## config.mk

```make
export PLATFORM = sky130hd
export DESIGN_NAME = text_overlay_gen
export DESIGN_NICKNAME = d
export VERILOG_FILES = /design/src/rtl/text_overlay_gen.sv
export SDC_FILE = /design/constraint.sdc
export NUM_CORES = 1
export LEC_CHECK = 0
export CORE_AREA = 4 4 89 153
export DETAILED_ROUTE_END_ITERATION = 6
export DIE_AREA = 0 0 93 157
export GPL_ROUTABILITY_DRIVEN = 0
export PLACE_DENSITY = 0.65
export SLEW_MARGIN = 20
export SYNTH_ARGS = -nofsm -noshare
export SYNTH_HDL_FRONTEND = slang
export SYNTH_SLANG_ARGS = --single-unit
```

## constraint.sdc

```tcl
create_clock -name clock50 -period 5.2 [get_ports clock50]
set_input_delay 1.04 -clock clock50 [delete_from_list [all_inputs] [get_ports clock50]]
set_output_delay 1.04 -clock clock50 [all_outputs]
set_load 0.005 [all_outputs]
```

## src/rtl/text_overlay_gen.sv

```systemverilog
// -----------------------------------------------------------------------------
// text_overlay_gen
//
// Text-mode character generator for the VGA path. Each pixel position from the
// timing generator is mapped to a character cell. The cell's code and
// attribute are fetched from an external text RAM, and the glyph is fetched
// from an external font memory. The result is an RGB565 pixel. Each cell has
// its own fg/bg colour and invert bit, and a blinking hardware cursor can be
// overlaid on one cell.
//
// Pipeline (T = edge where the counters are sampled):
//   T   : cell/offset decode, text_addr registered
//   T+1 : text RAM presents text_data
//   T+2 : font_addr and attributes registered from text_data
//   T+3 : glyph bit selected, colour resolved, Red/Green/Blue registered
//
// Ports:
//   clock50            system clock, rising edge
//   reset              synchronous active-high reset
//   HorizontalCounter  pixel column from the timing generator
//   VerticalCounter    line from the timing generator
//   text_addr          text RAM read address (row*COLS + col), 0 outside text
//   text_data          text RAM data, 1-cycle latency
//                      [6:0] code, [7] invert, [10:8] fg, [13:11] bg
//   font_addr          glyph index to the font memory
//   font_data          glyph bitmap; row y at [y*GLYPH_W +: GLYPH_W], MSB leftmost
//   cursor_en          cursor enable
//   cursor_col/row     cursor cell position
//   Red/Green/Blue     registered RGB565 pixel
// -----------------------------------------------------------------------------
module text_overlay_gen #(
  parameter int GLYPH_W      = 8,
  parameter int GLYPH_H      = 12,
  parameter int H_ACTIVE     = 640,
  parameter int V_ACTIVE     = 480,
  parameter int COLS         = 80,
  parameter int ROWS         = 40,
  parameter int BLINK_FRAMES = 30
) (
  input  logic                              clock50,
  input  logic                              reset,
  input  logic [9:0]                        HorizontalCounter,
  input  logic [9:0]                        VerticalCounter,
  output logic [$clog2(COLS*ROWS)-1:0]      text_addr,
  input  logic [15:0]                       text_data,
  output logic [6:0]                        font_addr,
  input  logic [GLYPH_W*GLYPH_H-1:0]        font_data,
  input  logic                              cursor_en,
  input  logic [6:0]                        cursor_col,
  input  logic [5:0]                        cursor_row,
  output logic [4:0]                        Red,
  output logic [5:0]                        Green,
  output logic [4:0]                        Blue
);

  localparam int ADDR_W = $clog2(COLS*ROWS);
  localparam int XW     = (GLYPH_W > 1) ? $clog2(GLYPH_W) : 1;
  localparam int YW     = (GLYPH_H > 1) ? $clog2(GLYPH_H) : 1;
  localparam int BW     = $clog2(GLYPH_W*GLYPH_H);
  localparam int FW     = (BLINK_FRAMES > 1) ? $clog2(BLINK_FRAMES) : 1;

  // Per-pixel context that travels alongside the RAM/font fetches.
  typedef struct packed {
    logic [XW-1:0] x;
    logic [YW-1:0] y;
    logic          in_text;
    logic          cursor_hit;
  } pix_t;

  // Stage 1 decode
  logic [9:0]        col_d;
  logic [9:0]        row_d;
  logic [ADDR_W-1:0] addr_d;
  pix_t              s1_d;
  logic              at_origin;
  logic              frame_start;

  // Pipeline state
  logic [ADDR_W-1:0] addr_q;
  pix_t              s1_q, s2_q, s3_q;
  logic [6:0]        font_addr_q;
  logic              inv_q;
  logic [2:0]        fg_q;
  logic [2:0]        bg_q;
  logic [4:0]        red_q;
  logic [5:0]        green_q;
  logic [4:0]        blue_q;

  // Frame / blink state
  logic              origin_q;
  logic [FW-1:0]     frame_cnt_q;
  logic              blink_phase_q;

  // Stage 4 decode
  logic [BW-1:0]     bit_idx;
  logic              pix_on;
  logic [2:0]        colour;

  // The two top attribute bits carry no meaning here.
  logic              unused_text_bits;
  assign unused_text_bits = ^text_data[15:14];

  // NOTE: every signal assigned in an always_comb gets a value on every path
  // (here unconditionally), otherwise synthesis infers a latch.
  always_comb begin
    col_d        = HorizontalCounter / 10'(GLYPH_W);
    row_d        = VerticalCounter / 10'(GLYPH_H);
    s1_d.x       = XW'(HorizontalCounter % 10'(GLYPH_W));
    s1_d.y       = YW'(VerticalCounter % 10'(GLYPH_H));
    s1_d.in_text = (int'(HorizontalCounter) < COLS*GLYPH_W) &&
                   (int'(VerticalCounter)   < ROWS*GLYPH_H) &&
                   (int'(HorizontalCounter) < H_ACTIVE)     &&
                   (int'(VerticalCounter)   < V_ACTIVE);
    // An out-of-range cursor position can never match an in-text cell.
    s1_d.cursor_hit = cursor_en && blink_phase_q && s1_d.in_text &&
                      (col_d == 10'(cursor_col)) && (row_d == 10'(cursor_row));
    addr_d = s1_d.in_text ? (ADDR_W'(row_d) * ADDR_W'(COLS) + ADDR_W'(col_d))
                          : '0;

    // Frame start fires once on entry to (0,0), even if the counters dwell there.
    at_origin   = (HorizontalCounter == 10'd0) && (VerticalCounter == 10'd0);
    frame_start = at_origin && !origin_q;
  end

  always_comb begin
    // x = 0 is the leftmost pixel, which is the MSB of the row slice.
    bit_idx = BW'(s3_q.y) * BW'(GLYPH_W) + BW'(GLYPH_W - 1) - BW'(s3_q.x);
    pix_on  = font_data[bit_idx] ^ inv_q ^ s3_q.cursor_hit;
    colour  = pix_on ? fg_q : bg_q;
  end

  // NOTE: sequential state is written with non-blocking assignments so every
  // stage reads the previous stage's value from before this edge.
  always_ff @(posedge clock50) begin
    if (reset) begin
      addr_q        <= '0;
      s1_q          <= '0;
      s2_q          <= '0;
      s3_q          <= '0;
      font_addr_q   <= '0;
      inv_q         <= 1'b0;
      fg_q          <= '0;
      bg_q          <= '0;
      red_q         <= '0;
      green_q       <= '0;
      blue_q        <= '0;
      origin_q      <= 1'b0;
      frame_cnt_q   <= '0;
      blink_phase_q <= 1'b0;
    end else begin
      origin_q <= at_origin;
      // The new phase applies to pixels sampled from the next edge on;
      // pixels already in flight keep the cursor_hit they were sampled with.
      if (frame_start) begin
        if (frame_cnt_q == FW'(BLINK_FRAMES - 1)) begin
          frame_cnt_q   <= '0;
          blink_phase_q <= ~blink_phase_q;
        end else begin
          frame_cnt_q <= frame_cnt_q + FW'(1);
        end
      end

      // Stage 1
      addr_q <= addr_d;
      s1_q   <= s1_d;
      // Stage 2: the RAM works on addr_q this cycle
      s2_q   <= s1_q;
      // Stage 3: capture the cell's code and attributes
      s3_q        <= s2_q;
      font_addr_q <= text_data[6:0];
      inv_q       <= text_data[7];
      fg_q        <= text_data[10:8];
      bg_q        <= text_data[13:11];
      // Stage 4: resolve the pixel
      red_q   <= s3_q.in_text ? {5{colour[0]}} : 5'd0;
      green_q <= s3_q.in_text ? {6{colour[1]}} : 6'd0;
      blue_q  <= s3_q.in_text ? {5{colour[2]}} : 5'd0;
    end
  end

  assign text_addr = addr_q;
  assign font_addr = font_addr_q;
  assign Red       = red_q;
  assign Green     = green_q;
  assign Blue      = blue_q;

endmodule

```

==> Word-level counts from Yosys, hierarchy flattened <==
Cells that the tools add are included.
{ "totals": {"register_bits": 63, "latchBits": 0, "ramBits": 0, "rom_bits": 0, "in_bits": 148, "output_inout_bits": 35, "n_memories": 0} }
{ "classes": {"addsub": 4, "n_mul": 1, "n_div": 2, "n_lt_le_gt_ge": 3, "eq_ne": 3, "shifts": 0, "n_mux": 4, "bitwise_logic": 5, "reduce_logical": 15} }
{ "ops": {"columns": ["cell", "n"], "rows": [
  ["zero test 10 bit", 2],
  ["adder 12 x 7 -> 12 bit", 1],
  ["divider 10 x 4 -> 10 bit, second input constant", 1],
  ["== test 10 x 6 -> 1 bit", 1],
  ["< comparator 10 bit, second input constant", 1],
  ["< comparator 10 x 9 -> 1 bit, second input constant", 1],
  ["remainder unit 10 x 4 -> 10 bit, second input constant", 1],
  ["multiplier 10 x 3 -> 8 bit, second input constant", 1],
  ["logical AND 1 bit", 9],
  ["< comparator 7 x 8 -> 1 bit, second input constant", 1],
  ["adder 7 x 3 -> 7 bit, second input constant", 1],
  ["binary-select mux 1 bit (select 7 bit)", 1],
  ["== test 7 bit", 1],
  ["subtractor 7 x 3 -> 7 bit", 1],
  ["adder 5 x 1 -> 5 bit, second input constant", 1],
  ["== test 5 bit, second input constant", 1],
  ["2-to-1 mux 5 bit", 1],
  ["OR reduction 2 bit", 2],
  ["2-to-1 mux 3 bit", 1],
  ["inverter 1 bit", 3],
  ["AND reduction 2 bit", 1],
  ["bitwise XOR 1 bit", 2],
  ["zero test 1 bit", 1],
  ["2-to-1 mux 1 bit", 1]
]} }

==> Depth between registers and ports, before layout <==
Gate-level depths: netlist of the first run.
{ "depth": {"word_depth": 7, "ltp_mapped": 21, "depth_no_buf": 19} }

==> Least setup slack after synthesis of the first run <==
No wires, ideal clock.
{ "synth_path": {"path_kind": "input port to flip-flop", "from": "input VerticalCounter[6]", "to": "register addr_q[10] (netlist: text_addr[10])", "t_arrival_ns": 4.113, "required_time_ns": 5.077, "setup_slack_ns": 0.963, "path_stages": 17, "n_path_buf": 1, "path_cell_list": "buf_6 nand2b_4 a32o_1 o31a_1 nor2_4 inv_4 o21a_1 or3_1 ha_1 ha_1 inv_1 fa_1 nand2b_1 nor2_1 o21ai_0 xor2_1 nor2_1"} }
{ "synth_via": {"elab_chain_len": 6} }
{ "synth_rtl": {"columns": ["item", "line_no", "rtl"], "rows": [
  ["from (decl)", "43", "input logic [9:0] VerticalCounter,"],
  ["branches (longest 6 deep; another with adder 12 x 7 -> 12 bit)", null, null],
  ["to (signal assigned)", "164", "addr_q <= addr_d;"],
  ["to (decl)", "79", "logic [ADDR_W-1:0] addr_q;"]
]} }
Parallel ways; which one is timed is not known.
A chain may end at the register's enable or synchronous reset.

==> Worst setup path after layout of the first run <==
{ "layout_path": {"from": "input VerticalCounter[9]", "to": "register addr_q[11] (netlist: text_addr[11])"} }
The elaborated chain is that of the path after synthesis.

==> metrics.md, run 1 <==
| Metric | Value |
|---|---|
| Hold buffer count at CTS | 0 |
| Clk Latency, worst-skew pair | 0.32 ns |
| EDFF count, synth | 0 |
| Slew Limit Fails | 0 |
| Critical path peak fanout | 12 |
| CP required | about 5.4 ns |
| Routed wire length | between 10 and 15 mm |
| TritonCTS buffer count | 9 |
| Clock Skew | approximately 0.0055 ns |
| Pre-CTS setup slack | 0.07313 ns |
| Crit path DAT | 5.02 ns |
| Synthesized area per cell | 9.013 um^2 |
| CP Buf/Inv Count | 3 |
| Fin crit period | approximately 4.8 ns |
| H-tree levels | 3 |
| Crit end category | flip-flop |
| RSZ-0062 raised after global routing | false |
| Ys async rst share | 0% |
| Post-Synthesis Net Count | between 600 and 700 |
| Mapped Cells | 471 |
| Hold Crit Class | reg2reg |
| Most common cell after layout, fill and taps aside | clkdlybuf4s50_1 |
| Iteration-0 DRC count of the detailed router | roughly 130 |
| Worst-path clk slew | around 0.050 ns |
| Worst R2R Path Depth | 9 |
| Pre-antenna DRT Iters | 6 |
| Total Power | between 0.001 and 0.0015 W |
| Post-route cell area | around 6400 um^2 |
| IO buf count | between 150 and 200 |
| Seq/Total Area, Yosys | between 20% and 30% |
| Most frequent CP cell | nor2_1 |
| GRT overflow | 0 |
| Netlist cell types | 58 |
| Hold violation total from the final report | 0 |
| Status | finished clean |
| Critical path type | in2reg |
| Initial Util | between 30 and 40% |
| Die area | between 10000 and 15000 um^2 |
| Hold path depth | 1 |
| FF/Latch Area | between 1000 and 1500 um^2 |
| Max_cap viols | 0 |
| Filler cells | 1211 |
| Initial antenna violation count | 1 |
| Post_cts resized | 0 |
| Multi-input gate area | about 2700 um^2 |
| DIE WIDTH | approximately 93 um |
| Final HPWL DP | roughly 11 mm |
| Util after Layout | about half |
| Total number of vias | roughly 4000 |
| CP cell instances | clkdlybuf4s50_1 > buf_4 > nand3b_1 > o211ai_1 > nor2b_1 > nor2_1 > o21a_1 > or3_1 > ha_1 > ha_1 > inv_1 > fa_1 > nand2b_1 > nor2_1 > nand3b_1 > xnor2_1 > nor2_1 |
| CTS tree | yes |
| Post-DRT Antenna Nets | 0 |
| Critical Path Stages | 17 |
| I/O pin count | roughly 180 |
| Area growth from synthesis to layout | 50.63% |
| Worst slew pin tran | roughly 0.74 ns |
| Final Setup Violations | 0 |
| Drt drc | 0 |
| Vias per cell | 4.962 |
| All-layer global routing usage | between 10% and 20% |
| Top_reg_cell synth | dfxtp_1 |
| Post-DR wirelength/cell | ~16 um |
| Power Density | around 230 nW/um^2 |
| Crit path largest cell delay | 0.58 ns |
| Vias in the first global route | ~4000 |
| Leakage | 2.396 nW |
| Post-CTS Setup Repair Bufs | 0 |
| Flops & latches, synth | 63 |
| Nets | 802 |
| Worst slew margin | around half |
| Final worst path period share | just over 90% |
| Critical path's slowest cell | clkdlybuf4s50_1 |
| Syn Std Cell Area | ~4200 um^2 |
| Placed instance area | a little over 6000 um^2 |
| Family with the most delay on the worst path | simple AND/OR/NAND/NOR gates |
| Clk sink count | 63 |
| Setup ws final | 0.3847 ns |
| Die height | 157 um |
| Setup TNS | 0 ns |
| Peak VDD IR | between 100 and 150 uV |
| Clock tree buffer depth | 2 |
| Yosys warning count | 0 |
| Share of cells above drive strength 1 | 8.424% |
| Std-Cell Rows | 54 |
| Core area | 12430 um^2 |
| FMAX | between 200 and 250 MHz |
| Largest net degree at the start of global routing | 44 |
| Most frequent cells in the layout | 179 x clkdlybuf4s50_1, 63 x dfxtp_1, 48 x nor2b_1, 33 x mux2i_1, 31 x nand2_1 |
| Root buf cell | clkbuf_16 |
| Global-route wire length before repair | 19.75 mm |
| Startpoint types | input pin |
[per-layer routing]
| layer | wire [um] | GRT usage, % |
|---|---|---|
| met4 | 544 | 10.27 |
| met2 | 6884 | 34.10 |
| met5 | 0 | 0 |
| met3 | 1043 | 4.113 |
| met1 | 4470 | 15.30 |
[state kept, by name, indices dropped and copies added (netlist names)]
register	cells
s3_q	9
inv_q	1
bg_q	3
origin_q	1
s1_q	9
blink_phase_q	1
Green	1
Red	1
fg_q	3
Blue	1
font_addr	7
text_addr	12
s2_q	9
frame_cnt_q	5
[kinds of logic (layout without fill, tap and decap cells)]
logic type                 count (synthesis)  in the layout  synth area share (%)
AOI/OAI and AO/OA                         72             72                 11.73
DFF                                       63             63                 29.71
adders and majority gates                 18             18                 5.659
muxes                                     49             49                 16.00
xor gates and xnor gates                  35             35                 7.221
other                                      0              1                     0
and+or+nand+nor                          176            176                 22.49
buffers and inverters                     58            228                 7.191
[cells in the mapped netlist (2+ instances only)]
| cell | number | area share [%] |
|---|---|---|
| and2_1 | 8 | 1.2 |
| a31oi_1 | 5 | 0.74 |
| a211oi_1 | 2 | 0.35 |
| buf_6 | 2 | 0.53 |
| nor4_1 | 6 | 0.88 |
| a21oi_1 | 15 | 1.8 |
| nor2b_1 | 48 | 7.1 |
| a22oi_1 | 5 | 0.88 |
| inv_1 | 16 | 1.4 |
| nor3_1 | 8 | 0.94 |
| buf_4 | 17 | 3.0 |
| or2_2 | 2 | 0.29 |
| a32oi_1 | 2 | 0.41 |
| o211a_1 | 3 | 0.71 |
| o31ai_1 | 3 | 0.53 |
| nand2b_1 | 6 | 0.88 |
| nand3_1 | 15 | 1.8 |
| a21o_1 | 4 | 0.71 |
| dfxtp_1 | 63 | 30 |
| xnor2_1 | 21 | 4.3 |
| nor2_1 | 30 | 2.7 |
| nand3b_1 | 5 | 0.88 |
| clkbuf_1 | 16 | 1.4 |
| mux4_2 | 15 | 8.0 |
| o2111ai_1 | 2 | 0.41 |
| buf_2 | 5 | 0.59 |
| and3_1 | 2 | 0.29 |
| nand2_1 | 31 | 2.7 |
| nand4_1 | 4 | 0.59 |
| ha_1 | 16 | 4.7 |
| o211ai_1 | 4 | 0.71 |
| xor2_1 | 14 | 2.9 |
| fa_1 | 2 | 0.94 |
| o31a_1 | 2 | 0.41 |
| o21ai_0 | 14 | 1.7 |
| or3_1 | 2 | 0.29 |
| mux2i_1 | 33 | 7.8 |
| nor3b_1 | 3 | 0.53 |
[cell type report]
type                       count  share of cell area (%)
antenna                        1                 0.03913
clock buffer                  10                   3.581
clock inverter                 6                  0.5870
inverter                      17                   1.037
multi-input combinational    350                   41.89
sequential                    63                   19.72
tap                          168                   3.287
timing repair buffer         195                   29.86
[final timing paths]
path                           start                        to  slack, ns
hold reg to reg   s2_q[6]$_SDFF_PP0_        s3_q[6]$_SDFF_PP0_       0.43
hold / removal    s2_q[6]$_SDFF_PP0_        s3_q[6]$_SDFF_PP0_       0.43
setup / recovery  VerticalCounter[9]  text_addr[11]$_SDFF_PP0_       0.38
setup reg to reg  s3_q[6]$_SDFF_PP0_       Green[0]$_SDFF_PP0_       2.26
[worst register-to-register path, cell delays in order, from the launching register on]
cell and delay (ns):
dfxtp_1 0.62, buf_4 0.34, mux4_2 0.54, mux2i_1 0.31, nor4b_1 0.10, a31oi_1 0.15, o211a_1 0.16, a21oi_1 0.05
xnor2_1 0.37, mux2i_1 0.23
[per-stage QoR]
stage	std cells	hold slack [ns]
floorplan	471	0.4138
global placement	793	0.4213
detailed placement	793	0.4218
CTS	809	0.4337
global route	810	0.4487
finish	810	0.4320
[power breakdown]
| part | internal (W) | switching (W) |
|---|---|---|
| combinational | 0.000261 | 0.000191 |
| sequential | 0.000506 | 0.00000850 |
| clock | 0.000319 | 0.000197 |
| total | 0.00109 | 0.000396 |
Power figures use the tool's default switching activity.
==> run 2, diff against run 1 <==
==> constraint.sdc (replaced) <==
create_clock -name clock50 -period 6.2 [get_ports clock50]
set_input_delay 1.24 -clock clock50 [delete_from_list [all_inputs] [get_ports clock50]]
set_output_delay 1.24 -clock clock50 [all_outputs]
set_load 0.005 [all_outputs]
==> run 2 against run 1 <==
Effect of this change: hold slack lost 0.00063 ns; largest cell class unchanged; combinational power shrank 19%; clock-buffer cell count stayed put; utilization decreased by 0.10 points; highest routed layer unchanged; sequential cell count stayed put; critical path depth is 1 higher.
==> metrics.md, run 2 (same netlist as run 1, synthesis figures left out) <==
| Metric | Value |
|---|---|
| Clk pwr share | 40.2% (was 34.8%) |
| Sequential share of power | 32.2% (was 34.7%) |
| IO buf count | 180 (unchanged) |
| Reg-to-reg endpoint | Blue[0]$_SDFF_PP0_ (was Green[0]$_SDFF_PP0_) |
| Crit path DAT | 5.52 ns (was 5.02 ns) |
| Routed wire length | 12.99 mm (was 12.94 mm) |
| Filler cells | 1180 (was 1211) |
| GRT overflow | 0 (unchanged) |
| Critical path peak fanout | 18 (was 12) |
| Final HPWL DP | 10.70 mm (was 10.81 mm) |
| CTS tree | yes (unchanged) |
| Switch Pwr | 0.0003404 W (was 0.0003963 W) |
| Leakage | 2.379 nW (was 2.396 nW) |
| Post_cts resized | 0 (unchanged) |
| Initial antenna violation count | 0 (was 1) |
| Std-Cell Rows | 54 (unchanged) |
| Number of diodes | 0 (was 1) |
| Worst R2R Path Depth | 9 (unchanged) |
| Die area | 14600 um^2 (unchanged) |
| Slew Limit Fails | 0 (unchanged) |
| FMAX | 188.0 MHz |
| RSZ-0062 raised after global routing | false (unchanged) |
| Max_cap viols | 0 (unchanged) |
| Max reg flops | 12 (unchanged) |
| Status | finished clean (unchanged) |
| Sw Share | 25.43% (was 26.73%) |
| Core area | 12430 um^2 (unchanged) |
| Die height | 157 um (unchanged) |
| Worst-path clk slew | 0.06 ns (was 0.05 ns) |
| CP required | 6.40 ns (was 5.40 ns) |
| Placed instance area | 6051 um^2 (was 6126 um^2) |
| Final Setup Violations | 0 (unchanged) |
| Share of cells above drive strength 1 | 7.132% (was 8.424%) |
| Post-CTS Setup Repair Bufs | 0 (unchanged) |
| Int Power | 0.0009982 W (was 0.001086 W) |
| Post-route cell area | 6382 um^2 (was 6395 um^2) |
| Comb power frac | 27.6% (was 30.5%) |
| Hold path depth | 1 (unchanged) |
| RR Startpoint | s3_q[6]$_SDFF_PP0_ (unchanged) |
| Iteration-0 DRC count of the detailed router | 136 (was 129) |
| Vias in the first global route | 4058 (was 4032) |
| Fin crit period | roughly 5.3 ns |
| Largest net degree at the start of global routing | 44 (unchanged) |
| Worst slew margin | 46.97% (was 50.66%) |
| Pre-antenna DRT Iters | 4 (was 6) |
| Root buf cell | clkbuf_16 (unchanged) |
| Initial Util | 34.15% (unchanged) |
| Peak VDD IR | 158.5 uV (was 141.5 uV) |
| Most common cell after layout, fill and taps aside | clkdlybuf4s50_1 (unchanged) |
| Post-DR wirelength/cell | 16.26 um (was 15.98 um) |
| Startpoint types | input pin (unchanged) |
| Total number of vias | 3951 (was 4019) |
| TritonCTS buffer count | 9 (unchanged) |
| Setup TNS | 0 ns (unchanged) |
| Critical path type | in2reg (unchanged) |
| Vias per cell | 4.945 (was 4.962) |
| Pre-CTS setup slack | 0.5611 ns (was 0.07313 ns) |
| H-tree levels | 3 (unchanged) |
| Global-route wire length before repair | 19.89 mm (was 19.75 mm) |
| Clock tree buffer depth | 2 (unchanged) |
| Most frequent cells in the layout | 179 x clkdlybuf4s50_1, 63 x dfxtp_1, 48 x nor2b_1, 33 x mux2i_1, 31 x nand2_1 (unchanged) |
| I/O pin count | 183 (unchanged) |
| Power Density | 209.7 nW/um^2 (was 231.8 nW/um^2) |
| Worst hold endpoint | s3_q[2]$_SDFF_PP0_ (was s3_q[6]$_SDFF_PP0_) |
| Clk sink count | 63 (unchanged) |
| Clk Latency, worst-skew pair | 0.32 ns (about the same) |
| Drt drc | 0 (unchanged) |
| Crit end category | flip-flop (unchanged) |
| Hold_sp | s2_q[2]$_SDFF_PP0_ (was s2_q[6]$_SDFF_PP0_) |
| Post-DRT Antenna Nets | 0 (unchanged) |
| Hold Crit Class | reg2reg (unchanged) |
| Worst slew pin tran | 0.7943 ns (was 0.7391 ns) |
| Area growth from synthesis to layout | 50.34% (was 50.63%) |
| Hold violation total from the final report | 0 (unchanged) |
| DIE WIDTH | 93 um (unchanged) |
| Final worst path period share | a little under nine tenths |
| Hold buffer count at CTS | 0 (unchanged) |
| FF-to-FF setup slack | 3.55 ns (was 2.26 ns) |
| All-layer global routing usage | 17.40% (was 17.25%) |
| Nets | 792 (was 802) |
| Setup ws final | 0.8817 ns (was 0.3847 ns) |
| Clock Skew | 0.004355 ns (was 0.005525 ns) |
==> run 2: metal layers <==
metal	routed length, um	track usage (%)	share of wire [%]
met5	0	0	0
met4	397	7.897	3.1
met3	981	3.061	7.6
met2	6932	34.62	53
met1	4680	16.94	36
==> run 2: metrics by stage <==
step,std cells,hold WS (ns),power (W),util [%]
after floorplan,471,0.4138,0.0006514,-
after global placement,783,0.4188,0.0008011,48.67
after detailed placement,783,0.4204,0.0008096,48.67
after CTS,799,0.4326,0.001354,51.34
after global routing,799,0.4436,0.001408,51.34
final,799,0.4314,0.001339,51.34
==> run 2: how the worst max path moves through the flow <==
stage	from	end	slack (ns)	depth (start not counted)
2_1_floorplan	VerticalCounter[6]	text_addr[10]$_SDFF_PP0_	1.76	17
3_3_place_gp	VerticalCounter[6]	text_addr[10]$_SDFF_PP0_	0.65	18
3_5_place_dp	VerticalCounter[6]	text_addr[10]$_SDFF_PP0_	0.56	18
4_1_cts	VerticalCounter[6]	text_addr[10]$_SDFF_PP0_	0.90	18
5_1_grt	VerticalCounter[6]	text_addr[10]$_SDFF_PP0_	0.65	18
6_report	VerticalCounter[6]	text_addr[10]$_SDFF_PP0_	0.88	18
==> run 2: critical path, stage by stage <==
cell and delay [ns]:
clkdlybuf4s50_1 0.72, nand2b_4 0.27, a32o_1 0.27, o31a_1 0.28
nor2_4 0.24, inv_4 0.15, a32oi_1 0.26, o211ai_2 0.13
a21oi_1 0.40, ha_1 0.24, ha_1 0.16, inv_1 0.05
fa_1 0.46, nand2b_1 0.18, nor2_1 0.12, o21ai_0 0.12
xor2_1 0.14, nor2_1 0.05
==> run 2: layout make-up <==
type / instances / area, um^2 / share of cell area (%)
multi-input combinational: 350 / 2679 / 41.97
inverter: 17 / 66.31 / 1.039
timing repair buffer: 185 / 1834 / 28.74
sequential: 63 / 1261 / 19.76
clock inverter: 6 / 92.59 / 1.451
clock buffer: 10 / 239.0 / 3.744
tap: 168 / 210.2 / 3.293
==> run 2: power groups by stage <==
stage	Combinational, W	Clock [W]	Sequential, W
floorplan	0.000213	0	0.000439
global placement	0.000362	0	0.000439
detailed placement	0.000370	0	0.000440
CTS	0.000372	0.000552	0.000431
global route	0.000405	0.000570	0.000433
finish	0.000369	0.000538	0.000431
